<file path="src/rtl/calc_dp.sv">
// calc_dp -- datapath slice: 4 x W register file, two gated read ports,
// 4-function ALU and a registered result with carry/borrow and zero flags.
// No internal sequencing; every cycle is steered by the upstream control unit.
//
// Ports:
//   clk        rising-edge clock
//   rst        synchronous active-high reset (beats we and s2)
//   in1, in2   external operands (W bits)
//   s1         write-data select: 11 in1, 10 in2, 01 zero, 00 ALU result
//   we, wa     register-file write enable / address
//   raa, rea   port A read address / enable (disabled port reads 0)
//   rab, reb   port B read address / enable
//   c          ALU op: 00 add, 01 sub, 10 and, 11 xor
//   s2         result-register load enable
//   out        registered ALU result
//   cout       registered carry (add) / borrow (sub), 0 for logic ops
//   zero       registered flag, 1 when the loaded result is 0
module calc_dp #(
    parameter int W = 4
) (
    input  logic         clk,
    input  logic         rst,
    input  logic [W-1:0] in1,
    input  logic [W-1:0] in2,
    input  logic [1:0]   s1,
    input  logic         we,
    input  logic [1:0]   wa,
    input  logic [1:0]   raa,
    input  logic         rea,
    input  logic [1:0]   rab,
    input  logic         reb,
    input  logic [1:0]   c,
    input  logic         s2,
    output logic [W-1:0] out,
    output logic         cout,
    output logic         zero
);

    logic [W-1:0] r_rf [4];
    logic [W-1:0] r_out;
    logic         r_cout;
    logic         r_zero;

    logic [W-1:0] w_a;
    logic [W-1:0] w_b;
    logic [W-1:0] w_wd;
    logic [W:0]   w_sum;
    logic [W:0]   w_diff;
    logic [W-1:0] w_res;
    logic         w_cout;

    // Combinational reads of the current (pre-write) contents.
    always_comb begin
        w_a = rea ? r_rf[raa] : '0;
        w_b = reb ? r_rf[rab] : '0;
    end

    always_comb begin
        w_sum  = {1'b0, w_a} + {1'b0, w_b};
        // A + ~B + 1: bit W is the carry-out, i.e. 1 when A >= B, so the
        // borrow is its complement.
        w_diff = {1'b0, w_a} + {1'b0, ~w_b} + {{W{1'b0}}, 1'b1};
        w_res  = '0;
        w_cout = 1'b0;
        unique case (c)
            2'b00: begin
                w_res  = w_sum[W-1:0];
                w_cout = w_sum[W];
            end
            2'b01: begin
                w_res  = w_diff[W-1:0];
                w_cout = ~w_diff[W];
            end
            2'b10: w_res = w_a & w_b;
            2'b11: w_res = w_a ^ w_b;
        endcase
    end

    always_comb begin
        w_wd = '0;
        unique case (s1)
            2'b11: w_wd = in1;
            2'b10: w_wd = in2;
            2'b01: w_wd = '0;
            2'b00: w_wd = w_res;
        endcase
    end

    always_ff @(posedge clk) begin
        if (rst) begin
            for (int unsigned i = 0; i < 4; i++) begin
                r_rf[i] <= '0;
            end
        end else if (we) begin
            r_rf[wa] <= w_wd;
        end
    end

    always_ff @(posedge clk) begin
        if (rst) begin
            r_out  <= '0;
            r_cout <= 1'b0;
            r_zero <= 1'b1;
        end else if (s2) begin
            r_out  <= w_res;
            r_cout <= w_cout;
            r_zero <= (w_res == '0);
        end
    end

    assign out  = r_out;
    assign cout = r_cout;
    assign zero = r_zero;

endmodule
</file>
<file path="config.mk">
export PLATFORM = sky130hd
export DESIGN_NAME = calc_dp
export DESIGN_NICKNAME = d
export VERILOG_FILES = /design/src/rtl/calc_dp.sv
export SDC_FILE = /design/constraint.sdc
export NUM_CORES = 1
export LEC_CHECK = 0
export CORE_MARGIN = 2
export CORE_UTILIZATION = 35
export CTS_BUF_LIST = sky130_fd_sc_hd__clkbuf_4 sky130_fd_sc_hd__clkbuf_8
export DETAILED_ROUTE_END_ITERATION = 16
export HOLD_SLACK_MARGIN = 0.1
export PLACE_DENSITY = 0.58
export SLEW_MARGIN = 15
export SYNTH_ARGS = -nofsm -noshare
export SYNTH_HDL_FRONTEND = slang
export SYNTH_SLANG_ARGS = --single-unit
export TNS_END_PERCENT = 1
</file>
<file path="constraint.sdc">
create_clock -name clk -period 7.95 [get_ports clk]
set_input_delay 1.1925 -clock clk [delete_from_list [all_inputs] [get_ports clk]]
set_output_delay 1.1925 -clock clk [all_outputs]
set_load 0.02 [all_outputs]
</file>
==> results.sh <==
export IMPL_grt_pass1_vias=1290
export IMPL_cts_buffers=3
export IMPL_final_cell_area_um2=2016
export IMPL_initial_utilization_pct=36.99
export IMPL_htree_levels=1
export IMPL_crit_type="in -> reg"
export IMPL_ys_ff_latch=22
export IMPL_synth_nets=192
export IMPL_via_per_inst=5.282
export IMPL_cp_start_kind="input pin"
export IMPL_worst_pin_slew_ns=0.4755
export IMPL_die_width_um=72.30
export IMPL_syn_to_final_growth_pct=23.45
export IMPL_portBuffers=29
export IMPL_grt_antenna_before_repair=0
export IMPL_rows=24
export IMPL_seq_area_frac_synth_pct=36.78
export IMPL_skew_ns=0.004578
export IMPL_synth_distinct_cells=40
export IMPL_synth_top_area_share_pct=29.43
export IMPL_yosys_warnings=0
export IMPL_finalWeightedCongestion=0.9062
export IMPL_fmax_mhz=238.6
export IMPL_seq_area_um2=600.6
export IMPL_syn_area_um2=1633
export IMPL_cts_resized=0
export IMPL_async_flop_share_pct=0
export IMPL_yosys_area_top_type="edfxtp_1"
export IMPL_r2r_start="r_rf[3][0]"
export IMPL_clk_pin_slew_ns=0.08
export IMPL_final_common_cell="clkdlybuf4s50_1"
export IMPL_dp_final_hpwl_um=3100
export IMPL_slowest_stage="clkdlybuf4s50_1"
export IMPL_crit_path_max_incr_delay_ns=0.60
export IMPL_drv_slew=0
export IMPL_pin_count=30
export IMPL_status="complete, no violations"
export IMPL_crit_end="r_rf[0][1]"
export IMPL_cts_sinks=22
export IMPL_rr_endpoint="r_rf[0][1]"
export IMPL_fin_ws_ns=3.759
export IMPL_ff2ff_path_depth=8
export IMPL_diodes=0
export IMPL_relSlewSlack_pct=68.30
export IMPL_min_period_ns=4.191
export IMPL_die_y_um=72.30
export IMPL_ir_drop_mv=0.1031
export IMPL_synth_main_ff_cell="edfxtp_1"
export IMPL_grt_max_degree=14
export IMPL_post_cts_buffers=0
export IMPL_cts_hold_buf=0
export IMPL_synth_edf_count=16
export IMPL_clock_latency_ns=0.26
export IMPL_final_nets=217
export IMPL_vias=1236
export IMPL_die_area_um2=5227
export IMPL_wl_per_cell_um=15.88
export IMPL_finalHoldViolations=0
export IMPL_fill_cells=412
export IMPL_rsz0062_at_grt="false"
export IMPL_syn_avg_cell_area_um2=10.33
export IMPL_min_path_type="reg -> reg"
export IMPL_path_cells="clkdlybuf4s50_1 > mux4_2 > and2_1 > ha_1 > fa_1 > inv_1 > mux4_2 > a22oi_1 > nor2_1"
export IMPL_drc_errors=0
export IMPL_mostFrequentLayoutCells="29 x clkdlybuf4s50_1, 27 x nor2_1, 16 x edfxtp_1"
export IMPL_cts_tree="done"
export IMPL_p_leak_nw=0.8074
export IMPL_p_per_area_nw_per_um2=162.7
export IMPL_maxCapViolCount=0
export IMPL_place_ws_ns=3.508
export IMPL_cts_max_path_buffers=2
export IMPL_routed_wl_um=3717
export IMPL_synthTopCellsByArea="edfxtp_1 29%, dfxtp_1 7.4%, mux2_2 6.9%"
export IMPL_root_buffer="clkbuf_8"
export IMPL_critPathMaxFanout=7
export IMPL_grt_usage_pct=15.48
export IMPL_setup_tns_ns=0
export IMPL_crit_required_ns=7.96
export IMPL_grt_remaining_overflow=0
export IMPL_crit_path_end_kind="register"
export IMPL_drive_gt1_share_pct=15.38
export IMPL_dr_pass1_iters=5
export IMPL_startpoint="rab[0]"
export IMPL_setup_violations_final=0
export IMPL_drtIter0Drc=55
export IMPL_core_area_um2=4414
export IMPL_antenna_left=0
export IMPL_fin_crit_sh_pct=52.72
export IMPL_grt_pass1_wl_um=6237
export IMPL_multi_input_area_um2=954.7
export IMPL_total_power_mw=0.3280
export IMPL_arrival_ns=4.20
export IMPL_r2r_slack_ns=4.92
export IMPL_cp_common_cell="mux4_2"
export IMPL_synthCells=158
export IMPL_place_area_um2=1944
critical path: cells and delay by family:
kind / cells / cell delay, ns
AND/OR/NAND/NOR: 2 / 0.28
multiplexers: 2 / 1.04
buffers and inverters: 2 / 0.64
adder cells (fa/ha/maj): 2 / 0.74
AO/OA/AOI/OAI: 1 / 0.31
kinds of logic after synthesis:
group | after synthesis | synth area share [%]
xor+xnor | 2 | 1.073
flops | 22 | 36.78
fa+ha+maj | 10 | 8.583
buf+inv | 18 | 4.751
compound gates | 28 | 15.48
simple gates | 56 | 15.94
mux | 22 | 17.40
layout make-up:
class                           count  share of cell area, %
Multi-Input combinational cell    118                  47.36
Sequential cell                    22                  29.80
Timing Repair Buffer               29                  14.40
Tap cell                           52                  3.228
Clock buffer                        3                  2.048
Inverter                            9                  1.676
Clock inverter                      1                  1.490
power by group:
| group | switching [mW] | internal, mW |
|---|---|---|
| registers | 0.00404 | 0.130 |
| clock network | 0.0363 | 0.0673 |
| logic | 0.0462 | 0.0439 |
| total | 0.0865 | 0.241 |
sequential cells by signal, summed over array words and instances, names as in the netlist:
register  count
zero          1
cout          1
r_rf         16
out           4
worst min-delay path by stage:
stage / from / to / cells after the start
after floorplan: cout / cout / 2
after global placement: cout / cout / 2
after detailed placement: cout / cout / 2
after CTS: cout / cout / 2
after global routing: cout / cout / 2
final: cout / cout / 2
per-layer routing:
layer	part of all wire (%)	vias up	track usage, %
met3	4.1	10	2.917
met2	47	30	25.08
met1	45	579	20.28
li1	-	617	-
met4	3.1	0	6.499
met5	0	-	0
through the flow:
step	hold slack, ns	util [%]	instances
after floorplan	0.5385	-	158
after global placement	0.4565	44.05	230
after detailed placement	0.4671	44.05	230
after CTS	0.4860	45.66	234
after global routing	0.5171	45.66	234
final	0.4812	45.66	234
cells in the mapped netlist (all sizes together), types with 3 or more instances:
library cell and number:
mux2 11, clkbuf 6, and2 3, o211ai 3, mux2i 7, nand2b 6, buf 3, a21oi 6
nor2 27, dfxtp 6, o21ai 3, edfxtp 16, mux4 4, o21a 3, inv 9, nand2 11
ha 8
(Power assumes the default switching activity.)
